--- src/rtl/multi_ch_serial_out_pkg.sv ---
// rtl/multi_ch_serial_out_pkg.sv - shared constants for the multi-channel serial generator
package multi_ch_serial_pkg;

    localparam int CTRL_IDLE   = 0;
    localparam int CTRL_MODE   = 1;
    localparam int CTRL_START  = 2;
    localparam int CTRL_RSVD   = 3;
    localparam int CTRL_CH_LSB = 4;

    localparam logic MODE_ONE_SHOT = 1'b0;
    localparam logic MODE_REPEAT   = 1'b1;

    localparam logic [0:0] ST_IDLE = 1'b0;
    localparam logic [0:0] ST_RUN  = 1'b1;

endpackage

--- src/rtl/multi_ch_serial_out_if.sv ---
// rtl/multi_ch_serial_out_if.sv - received-byte strobe bus from the UART rx path
interface multi_ch_serial_out_if;

    logic [7:0] i_data;
    logic       i_rx_done_tick;

    modport master (output i_data, output i_rx_done_tick);
    modport slave  (input i_data, input i_rx_done_tick);

endinterface

--- src/rtl/multi_ch_serial_out_ch.sv ---
// rtl/multi_ch_serial_out_ch.sv - one serial channel: pattern shifter with per-bit divider
module serial_ch
    import multi_ch_serial_pkg::*;
#(
    parameter int DATA_BIT = 32,
    parameter int LOW_DIV  = 100,
    parameter int HIGH_DIV = 10
) (
    input  logic                clk,
    input  logic                rst,
    input  logic                load,
    input  logic [DATA_BIT-1:0] pattern,
    input  logic [DATA_BIT-1:0] speed,
    input  logic                idle,
    input  logic                mode,
    input  logic                start,
    output logic                serial,
    output logic                bit_tick,
    output logic                done_tick,
    output logic                busy
);

    localparam int IDX_W   = $clog2(DATA_BIT);
    localparam int DIV_MAX = (LOW_DIV > HIGH_DIV) ? LOW_DIV : HIGH_DIV;
    localparam int DIV_W   = $clog2(DIV_MAX);

    localparam logic [IDX_W-1:0] IDX_LAST = IDX_W'(DATA_BIT - 1);
    localparam logic [DIV_W-1:0] LOW_RLD  = DIV_W'(LOW_DIV - 1);
    localparam logic [DIV_W-1:0] HIGH_RLD = DIV_W'(HIGH_DIV - 1);
    localparam logic [DIV_W-1:0] DIV_ONE  = DIV_W'(1);

    logic [0:0]          state;
    logic [DATA_BIT-1:0] pat;
    logic [DATA_BIT-1:0] spd;
    logic                idle_lvl;
    logic                mode_r;
    logic [IDX_W-1:0]    bit_idx;
    logic [DIV_W-1:0]    div_cnt;
    logic [IDX_W-1:0]    nxt_idx;

    // DATA_BIT need not be a power of two, so the wrap is explicit
    assign nxt_idx = (bit_idx == IDX_LAST) ? '0 : bit_idx + 1'b1;

    // div_cnt counts down to 0 on the last clock of a bit; ticks are set one
    // edge early so the registered pulse lands on that last clock
    always_ff @(posedge clk) begin
        if (rst) begin
            state     <= ST_IDLE;
            pat       <= '0;
            spd       <= '0;
            idle_lvl  <= 1'b0;
            mode_r    <= 1'b0;
            bit_idx   <= '0;
            div_cnt   <= '0;
            serial    <= 1'b0;
            bit_tick  <= 1'b0;
            done_tick <= 1'b0;
            busy      <= 1'b0;
        end else begin
            bit_tick  <= 1'b0;
            done_tick <= 1'b0;
            if (load) begin
                pat      <= pattern;
                spd      <= speed;
                idle_lvl <= idle;
                mode_r   <= mode;
                bit_idx  <= '0;
                div_cnt  <= speed[0] ? HIGH_RLD : LOW_RLD;
                if (start) begin
                    state  <= ST_RUN;
                    serial <= pattern[0];
                    busy   <= 1'b1;
                end else begin
                    state  <= ST_IDLE;
                    serial <= idle;
                    busy   <= 1'b0;
                end
            end else if (state == ST_RUN) begin
                if (div_cnt == '0) begin
                    if (bit_idx == IDX_LAST && mode_r == MODE_ONE_SHOT) begin
                        state  <= ST_IDLE;
                        serial <= idle_lvl;
                        busy   <= 1'b0;
                    end else begin
                        bit_idx <= nxt_idx;
                        div_cnt <= spd[nxt_idx] ? HIGH_RLD : LOW_RLD;
                        serial  <= pat[nxt_idx];
                    end
                end else begin
                    div_cnt <= div_cnt - 1'b1;
                    if (div_cnt == DIV_ONE) begin
                        bit_tick  <= 1'b1;
                        done_tick <= (bit_idx == IDX_LAST);
                    end
                end
            end
        end
    end

endmodule

--- src/rtl/multi_ch_serial_out.sv ---
// rtl/multi_ch_serial_out.sv - packet assembler and CH_NUM independent serial channels
module multi_ch_serial_out
    import multi_ch_serial_pkg::*;
#(
    parameter int DATA_BIT    = 32,
    parameter int CH_NUM      = 4,
    parameter int LOW_DIV     = 100,
    parameter int HIGH_DIV    = 10,
    parameter int TIMEOUT_CLK = 1_000_000
) (
    input  logic                 clk,
    input  logic                 rst,
    multi_ch_serial_out_if.slave rx,
    output logic [CH_NUM-1:0]    o_serial_out,
    output logic [CH_NUM-1:0]    o_bit_tick,
    output logic [CH_NUM-1:0]    o_done_tick,
    output logic [CH_NUM-1:0]    o_busy,
    output logic                 o_pkt_err
);

    localparam int PACK_NUM = 2 * DATA_BIT / 8 + 1;
    localparam int SR_W     = 2 * DATA_BIT + 8;
    localparam int BC_W     = $clog2(PACK_NUM);
    localparam int TO_W     = $clog2(TIMEOUT_CLK + 1);

    localparam logic [BC_W-1:0] BC_LAST = BC_W'(PACK_NUM - 1);
    localparam logic [TO_W-1:0] TO_LAST = TO_W'(TIMEOUT_CLK - 1);

    logic [BC_W-1:0] byte_cnt;
    logic [SR_W-1:0] sr;
    logic [TO_W-1:0] to_cnt;
    logic            commit;
    logic [3:0]      commit_ch;
    logic            pkt_err;

    logic [4:0]      ch_field;
    logic            ch_ok;
    logic [7:0]      ctrl_byte;
    logic            unused_ctrl;

    // channel index is taken from the live control byte so the error pulse
    // and the commit pulse both appear one cycle after its strobe
    assign ch_field = {1'b0, rx.i_data[7:CTRL_CH_LSB]};
    assign ch_ok    = (ch_field < 5'(CH_NUM));

    always_ff @(posedge clk) begin
        if (rst) begin
            byte_cnt  <= '0;
            sr        <= '0;
            to_cnt    <= '0;
            commit    <= 1'b0;
            commit_ch <= '0;
            pkt_err   <= 1'b0;
        end else begin
            commit  <= 1'b0;
            pkt_err <= 1'b0;
            if (rx.i_rx_done_tick) begin
                sr     <= {rx.i_data, sr[SR_W-1:8]};
                to_cnt <= '0;
                if (byte_cnt == BC_LAST) begin
                    byte_cnt  <= '0;
                    commit    <= ch_ok;
                    pkt_err   <= ~ch_ok;
                    commit_ch <= ch_field[3:0];
                end else begin
                    byte_cnt <= byte_cnt + 1'b1;
                end
            end else if (byte_cnt != '0) begin
                if (to_cnt == TO_LAST) begin
                    byte_cnt <= '0;
                    to_cnt   <= '0;
                    pkt_err  <= 1'b1;
                end else begin
                    to_cnt <= to_cnt + 1'b1;
                end
            end else begin
                to_cnt <= '0;
            end
        end
    end

    assign o_pkt_err   = pkt_err;
    assign ctrl_byte   = sr[SR_W-1 -: 8];
    assign unused_ctrl = ^{ctrl_byte[CTRL_RSVD], ctrl_byte[7:CTRL_CH_LSB]};

    for (genvar g = 0; g < CH_NUM; g++) begin : g_ch
        serial_ch #(
            .DATA_BIT (DATA_BIT),
            .LOW_DIV  (LOW_DIV),
            .HIGH_DIV (HIGH_DIV)
        ) u_ch (
            .clk       (clk),
            .rst       (rst),
            .load      (commit && (commit_ch == 4'(g))),
            .pattern   (sr[DATA_BIT-1:0]),
            .speed     (sr[2*DATA_BIT-1:DATA_BIT]),
            .idle      (ctrl_byte[CTRL_IDLE]),
            .mode      (ctrl_byte[CTRL_MODE]),
            .start     (ctrl_byte[CTRL_START]),
            .serial    (o_serial_out[g]),
            .bit_tick  (o_bit_tick[g]),
            .done_tick (o_done_tick[g]),
            .busy      (o_busy[g])
        );
    end

endmodule

--- src/flat_wrapper.sv ---
// flat-port wrapper written by rule: the top's interface ports become plain ports
module multi_ch_serial_out_flat import multi_ch_serial_pkg::*;
#(
    parameter int DATA_BIT    = 32,
    parameter int CH_NUM      = 4,
    parameter int LOW_DIV     = 100,
    parameter int HIGH_DIV    = 10,
    parameter int TIMEOUT_CLK = 1_000_000
)
  (clk, rst, o_serial_out, o_bit_tick, o_done_tick, o_busy, o_pkt_err, rx_i_data, rx_i_rx_done_tick);
  multi_ch_serial_out_if rx_i ();
  input  logic clk;
  input  logic rst;
  output logic [CH_NUM-1:0] o_serial_out;
  output logic [CH_NUM-1:0] o_bit_tick;
  output logic [CH_NUM-1:0] o_done_tick;
  output logic [CH_NUM-1:0] o_busy;
  output logic o_pkt_err;
  input wire logic [$bits(rx_i.i_data)-1:0] rx_i_data;
  input wire logic [$bits(rx_i.i_rx_done_tick)-1:0] rx_i_rx_done_tick;
  assign rx_i.i_data = rx_i_data;
  assign rx_i.i_rx_done_tick = rx_i_rx_done_tick;
  multi_ch_serial_out #(.DATA_BIT(DATA_BIT), .CH_NUM(CH_NUM), .LOW_DIV(LOW_DIV), .HIGH_DIV(HIGH_DIV), .TIMEOUT_CLK(TIMEOUT_CLK)) u_core (.clk(clk), .rst(rst), .rx(rx_i), .o_serial_out(o_serial_out), .o_bit_tick(o_bit_tick), .o_done_tick(o_done_tick), .o_busy(o_busy), .o_pkt_err(o_pkt_err));
endmodule
--- config.mk ---
export PLATFORM = sky130hd
export DESIGN_NAME = multi_ch_serial_out_flat
export DESIGN_NICKNAME = d
export VERILOG_FILES = /design/src/rtl/multi_ch_serial_out_pkg.sv /design/src/rtl/multi_ch_serial_out_if.sv /design/src/rtl/multi_ch_serial_out_ch.sv /design/src/rtl/multi_ch_serial_out.sv /design/src/flat_wrapper.sv
export SDC_FILE = /design/constraint.sdc
export NUM_CORES = 1
export LEC_CHECK = 0
export BUFFER_PORTS_ARGS = -buffer_cell sky130_fd_sc_hd__buf_2
export CAP_MARGIN = 10
export CORE_UTILIZATION = 60
export CTS_BUF_LIST = sky130_fd_sc_hd__clkbuf_2
export CTS_CLUSTER_DIAMETER = 120
export DETAILED_ROUTE_END_ITERATION = 8
export PLACE_DENSITY = 0.76
export SETUP_SLACK_MARGIN = 0.2
export SYNTH_ARGS = -nofsm -noshare
export SYNTH_HDL_FRONTEND = slang
export SYNTH_SLANG_ARGS = --single-unit
export TNS_END_PERCENT = 100
--- constraint.sdc ---
create_clock -name clk -period 3 [get_ports clk]
set_clock_uncertainty 0.05 [all_clocks]
set_input_delay 0.3 -clock clk [delete_from_list [all_inputs] [get_ports clk]]
set_output_delay 0.3 -clock clk [all_outputs]
set_load 0.005 [all_outputs]
==> impl_metrics.csv, run 1 <==
group,metric,value,unit
floorplan,chipHeight,179,um
cts,clk_pin_slew,0.09,ns
logic_synthesis,seq_area_frac_synth,46.2,%
logic_synthesis,yosys-top-cells-count,"nand2_1, dfxtp_1, a21oi_1",
place,dp_hpwl,34300,um
sta,fin_crit,2.71,ns
logic_synthesis,postSynthCellCount,2289,
pwr,power.leakage,7.54,nW
sta,slew_headroom,14.8,%
pwr,p_total,10.1,mW
worst_setup_path,crit_end,"u_core.g_ch[3].u_ch.div_cnt[3]",
global_routing,grt_pass1_wl,84100,um
sta,rsz0062_at_grt,"yes",
finish,final_cell_area,20600,um^2
worst_hold_path,hold_path.class,"primary input to register",
logic_synthesis,syn_area,18800,um^2
worst_setup_path,cp_cell_sequence,"ha_1 -> and3_1 -> ha_4 -> nor2_4 -> buf_6 -> mux4_2 -> mux2i_1 -> mux4_2 -> nand2_1 -> o211ai_1 -> a21oi_1",
worst_setup_path,endpoint_kind,"register",
sta,fin_crit_sh,90.4,%
logic_synthesis,ys.flop_type,"dfxtp_1",
detailed_routing,firstDrtPassIters,8,
global_routing,grt_pass1_vias,15733,
finish,drive_above_1_share,13.3,%
place,pre_cts_ws,0.0206,ns
place,place_area,19200,um^2
logic_synthesis,yosysUniqueCellTypes,75,
pwr,internal-power,7.50,mW
global_routing,overflow,0,
worst_setup_path,r2r_slack,0.29,ns
pwr,p_sw,2.56,mW
pwr,combPwrFrac,2.5,%
worst_setup_path,required,3.79,ns
global_routing,antenna_found_initial,1,
floorplan,initial_core_util,61.2,%
detailed_routing,met3_length,4250,um
floorplan,io_pins,28,
cts,htree_num_levels,3,
logic_synthesis,synth_area_leaders,"dfxtp_1, nand2_1, a21oi_1",
worst_setup_path,cp-start-kind,"register",
worst_setup_path,worstRegToRegCells,11,
finish,layout.cells.non_filler,2798,
outcome,violations,"design-rule violations",
detailed_routing,via_count,16782,
sta,tns,0,ns
sta,fmaxAchievable,369,MHz
detailed_routing,viasPerCell,6.00,
place,routabilityCongestion,0.902,
place,dp_cells,2591,
job,drv_cap,0,
logic_synthesis,syn_avg_cell_area,8.22,um^2
place,port_buffers,27,
worst_setup_path,crit_buf_inv,1,
logic_synthesis,synth_seq_cells,434,
cts,clkLatencyLatePin,1.00,ns
logic_synthesis,synth_edf_count,0,
cts,cts_root_buffer,"clkbuf_2",
outcome,run_status,"finished, violations left",
finish,fillers,2671,
cts,cts_tree,"done",
floorplan,die_w,179,um
worst_setup_path,rr_endpoint,"u_core.g_ch[3].u_ch.div_cnt[3]",
cts,cts_max_path_buffers,3,
sta,slew_violations,0,
pwr,clkPwrFrac,39.7,%
worst_setup_path,worst_path_most_repeated_cell,"mux4_2",
sta,setup_viol,0,
worst_setup_path,cp_max_fo,6,
sta,hold_slack,0.120,ns
pwr,p_sw_share,25.4,%
global_routing,grt.total_usage,34.2,%
logic_synthesis,synthMostInstantiatedCell,"nand2_1",
finish,layout.nets,2359,
logic_synthesis,yosys.area.top_type,"dfxtp_1",
pwr,sequentialPowerShare,57.8,%
sta,hold_viol,0,
logic_synthesis,ys_warn_count,0,
worst_setup_path,cpMaxStageDelayCell,"mux4_2",
detailed_routing,antenna_left,0,
logic_synthesis,syn_nets,2319,
detailed_routing,wire_per_inst,19.5,um
worst_setup_path,cp_slowest_stage_delay,0.51,ns
worst_setup_path,critPathTopFamily,"multiplexers",
global_routing,grt_max_degree,85,
detailed_routing,met2_length,24300,um
sta,fin_ws,0.288,ns
floorplan,rows,64,
detailed_routing,wl_met1,22700,um
logic_synthesis,async_reset_ff_share,0,%
floorplan,dieArea,32100,um^2
worst_setup_path,cp.arrival,3.50,ns
worst_setup_path,startpoint,"u_core.g_ch[3].u_ch.bit_idx[0]",
worst_setup_path,r2r_start,"u_core.g_ch[3].u_ch.bit_idx[0]",
detailed_routing,drc_errors,4,
sta,worst_pin_slew,1.24,ns
finish,fin_util,66.8,%
pwr,power_density,489,nW/um^2
floorplan,core_area,30700,um^2
detailed_routing,first_iter_violations,1429,
worst_setup_path,critPathKind,"register to register",
detailed_routing,routed.top_layer,"met5",
detailed_routing,finalWirelength,54600,um
cts,cts_sinks,434,
cts,cts_buffers,106,
worst_setup_path,cp.depth,11,
logic_synthesis,synth_top_cell_area_share,46.2,%
pwr,vdd_drop_max,0.321,mV
finish,area.growth.synth_to_final,9.28,%
[worst min-delay path: stages]
cell           delay (ns)
dlygate4sd3_1        0.52
buf_2                0.11
mux2i_1              0.06
nor2_1               0.09
[worst min path at each step]
stage                                startpoint                          end  cells after the start
floorplan                          rx_i_data[7]                u_core.commit                      1
global placement    u_core.g_ch[3].u_ch.spd[28]  u_core.g_ch[3].u_ch.spd[28]                      2
detailed placement  u_core.g_ch[2].u_ch.spd[27]  u_core.g_ch[2].u_ch.spd[27]                      2
CTS                                rx_i_data[4]                u_core.sr[68]                      4
global route                       rx_i_data[4]                u_core.sr[68]                      4
finish                             rx_i_data[4]                u_core.sr[68]                      4
[flip-flops by register name, summed over array words and instances, names as in the netlist]
signal and flops:
u_core.g_ch.u_ch.pat 128, u_core.g_ch.u_ch.div_cnt 28, u_core.g_ch.u_ch.bit_tick 4, u_core.to_cnt 20, u_core.g_ch.u_ch.mode_r 4, u_core.g_ch.u_ch.spd 128, u_core.g_ch.u_ch.bit_idx 20, u_core.g_ch.u_ch.state 4
u_core.g_ch.u_ch.idle_lvl 4, u_core.g_ch.u_ch.busy 4, u_core.g_ch.u_ch.serial 4, u_core.g_ch.u_ch.done_tick 4, u_core.sr 72, u_core.commit_ch 4, u_core.byte_cnt 4, u_core.commit 1
u_core.o_pkt_err 1
[cell type report]
class / instances / area (um^2) / share of cell area (%)
Multi-Input combinational cell: 1648 / 9340 / 45.4
Sequential cell: 434 / 8690 / 42.3
Timing Repair Buffer: 107 / 941 / 4.58
Clock buffer: 157 / 786 / 3.82
Tap cell: 396 / 495 / 2.41
Clock inverter: 23 / 176 / 0.858
Inverter: 32 / 121 / 0.590
Antenna cell: 1 / 2.50 / 0.0122
[cell usage in the layout, fill, tap and decap left out, drive strengths merged, types with 4 or more instances in the layout]
master / n
mux2i: 122
or3: 5
nor3b: 5
and2: 6
a21oi: 319
o211ai: 10
mux4: 26
nand2: 588
nor2: 202
or2: 9
clkinv: 18
dfxtp: 434
a211oi: 10
nor3: 34
inv: 33
o21ai: 32
xnor2: 21
dlygate4sd3: 24
nor4b: 5
nor2b: 18
mux2: 10
nand2b: 13
a311oi: 7
and3: 12
ha: 19
nand3: 45
xor2: 14
buf: 83
nand3b: 4
a22oi: 7
nor4: 13
nand4: 5
o22ai: 6
a31oi: 5
clkbuf: 157
a221oi: 19
a2111oi: 5
[power groups by stage]
| stage | combinational, mW | sequential (mW) | clock (mW) |
|---|---|---|---|
| after global routing | 0.264 | 5.81 | 4.36 |
| after CTS | 0.241 | 5.81 | 4.06 |
| after detailed placement | 0.218 | 5.94 | 0 |
| after global placement | 0.214 | 5.94 | 0 |
| after floorplan | 0.154 | 5.92 | 0 |
| final | 0.249 | 5.81 | 4.00 |
[what timing repair did]
action / CTS / global route
setup buffers: 0 / 2
pin swaps: 0 / 3
endpoints found under the setup margin: 9 / 14
gates resized for setup: 6 / 18
hold endpoints to repair: 384 / 0
gates cloned: 0 / 0
hold buffers: 24 / 0
[metal layers]
layer	global-route usage (%)	vias up
met3	7.29	183
met4	20.7	2
met2	53.0	684
li1	-	7944
met1	43.7	7969
met5	1.12	-
[cell families (layout without fill, tap and decap cells)]
family,Yosys count,count (layout),synth area share (%)
simple gates,972,972,21.6
compound gates,464,464,14.4
flops,434,434,46.2
buf+inv,207,319,4.73
mux,158,158,10.2
xor+xnor,35,35,1.63
fa+ha+maj,19,19,1.26
other cells,0,1,0
Note: power is estimated with default switching activity, not from simulation.
==> inputs of run 2 (changes only) <==
--- a/config.mk
+++ b/config.mk
@@ -12,6 +12,7 @@
 export CTS_CLUSTER_DIAMETER = 120
 export DETAILED_ROUTE_END_ITERATION = 8
 export PLACE_DENSITY = 0.76
+export RECOVER_POWER = 100
 export SETUP_SLACK_MARGIN = 0.2
 export SYNTH_ARGS = -nofsm -noshare
 export SYNTH_HDL_FRONTEND = slang
==> run 2 against run 1 <==
Net effect:
- critical endpoint is now u_core.g_ch[0].u_ch.serial
- wire length is essentially flat
- highest routed layer unchanged
- sequential share of layout area grew 0.33 points
- cell count is the same
- first-iteration DRC count grew 3.2%
- the flow finishes with violations (design-rule violations, max-capacitance violations, max-slew violations)
- die area is the same
==> impl_metrics.csv, run 2 (synthesized netlist as in run 1, its figures left out) <==
group,metric,value,unit
sta,rsz0062_at_grt,"yes",
cts,clkLatencyLatePin,1.00,ns
worst_setup_path,critPathKind,"register to register",
floorplan,io_pins,28,
finish,fillers,2693,
cts,cts_tree,"done",
cts,cts_root_buffer,"clkbuf_2",
sta,hold_viol,0,
place,pre_cts_ws,0.0206,ns
cts,cts_max_path_buffers,3,
finish,layout_common_cells,"nand2_1, dfxtp_1, a21oi_1",
floorplan,dieArea,32100,um^2
floorplan,chipHeight,179,um
worst_setup_path,cp.arrival,3.58,ns
global_routing,overflow,0,
sta,tns,0,ns
sta,fin_crit,2.81,ns
sta,hold_slack,0.125,ns
global_routing,grt_max_degree,85,
floorplan,initial_core_util,61.2,%
detailed_routing,wire_per_inst,19.5,um
place,dp_hpwl,34300,um
pwr,power_density,492,nW/um^2
global_routing,grt_pass1_vias,15733,
global_routing,antenna_found_initial,1,
floorplan,core_area,30700,um^2
sta,fin_ws,0.190,ns
worst_setup_path,endpoint_kind,"register",
finish,reg_top3,"u_core.g_ch.u_ch.pat (128), u_core.g_ch.u_ch.spd (128), u_core.sr (72)",
sta,fin_crit_sh,93.7,%
cts,cts_buffers,106,
sta,setup_viol,0,
worst_setup_path,cp-start-kind,"register",
cts,cts_sinks,434,
finish,area.growth.synth_to_final,8.44,%
sta,fmaxAchievable,356,MHz
sta,slew_headroom,-11.0,%
detailed_routing,drc_errors,5,
worst_setup_path,cp_max_fo,69,
detailed_routing,firstDrtPassIters,8,
cts,htree_num_levels,3,
pwr,power.leakage,7.44,nW
detailed_routing,viasPerCell,5.98,
floorplan,rows,64,
place,routabilityCongestion,0.902,
global_routing,grt.total_usage,34.2,%
detailed_routing,finalWirelength,54600,um
outcome,run_status,"finished, violations left",
worst_setup_path,required,3.77,ns
finish,drive_above_1_share,12.4,%
place,port_buffers,27,
job,drv_cap,2,
outcome,violations,"design-rule violations, max-capacitance violations, max-slew violations",
sta,worst_pin_slew,1.66,ns
detailed_routing,via_count,16746,
finish,final_common_cell,"nand2_1",
cts,clk_pin_slew,0.11,ns
floorplan,die_w,179,um
pwr,p_total,10.0,mW
global_routing,grt_pass1_wl,84100,um
sta,slew_violations,149,
pwr,vdd_drop_max,0.317,mV
worst_hold_path,hold_path.class,"primary input to register",
detailed_routing,first_iter_violations,1475,
detailed_routing,antenna_left,0,
finish,layout.nets,2359,
run 2: through the flow:
stage | instance area [um^2] | instances | utilization, %
6_report | 20400 | 2798 | 66.3
3_5_place_dp | 19200 | 2591 | 62.5
5_1_grt | 20400 | 2798 | 66.3
3_3_place_gp | 19200 | 2591 | 62.5
4_1_cts | 20400 | 2795 | 66.5
2_1_floorplan | 18800 | 2289 | -
run 2: worst max-delay path, stage by stage (launching register included):
cell	delay [ns]
dfxtp_1	0.36
nor4b_1	0.37
buf_4	0.24
nor2b_4	0.29
buf_2	0.96
a21oi_1	0.14
o21ai_0	0.16
a21oi_1	0.07
run 2: final timing paths:
| check | start | to | slack [ns] | depth (start not counted) |
|---|---|---|---|---|
| worst max-delay path | u_core.commit_ch[1] | u_core.g_ch[0].u_ch.serial | 0.19 | 7 |
| worst min-delay path | rx_i_data[4] | u_core.sr[68] | 0.13 | 4 |
| worst max register to register | u_core.commit_ch[1] | u_core.g_ch[0].u_ch.serial | 0.19 | 7 |
| worst min register to register | u_core.g_ch[2].u_ch.spd[27] | u_core.g_ch[2].u_ch.spd[27] | 0.41 | 2 |
run 2: area by class of cell:
cell class	count	area [um^2]	area share [%]
tap	396	495	2.43
clock inverter	23	176	0.865
multi-input combinational	1648	9320	45.7
clock buffer	157	786	3.85
inverter	32	121	0.595
sequential	434	8690	42.6
antenna	1	2.50	0.0123
timing repair buffer	107	810	3.97
run 2: metal layers:
metal	track usage [%]	vias to the layer above	wire, um	share of wire [%]
met5	1.12	-	51	0.093
met4	20.7	2	3170	5.8
met3	7.29	176	4810	8.8
met2	53.0	722	24400	45
met1	43.7	7915	22100	41
li1	-	7931	-	-
run 2: what timing repair did:
action | CTS | global route
endpoints found under the setup margin | 9 | 14
gates resized for setup | 6 | 18
pin swaps | 0 | 3
hold endpoints to repair | 384 | 0
buffers inserted | 0 | 2
hold buffers | 24 | 0
gates cloned | 0 | 0
run 2: power breakdown:
| group | leakage [nW] | switching, mW | internal [mW] | total, mW |
|---|---|---|---|---|
| clock | 0.735 | 2.35 | 1.64 | 3.99 |
| sequential | 3.50 | 0.0371 | 5.77 | 5.81 |
| combinational | 3.21 | 0.162 | 0.0765 | 0.238 |
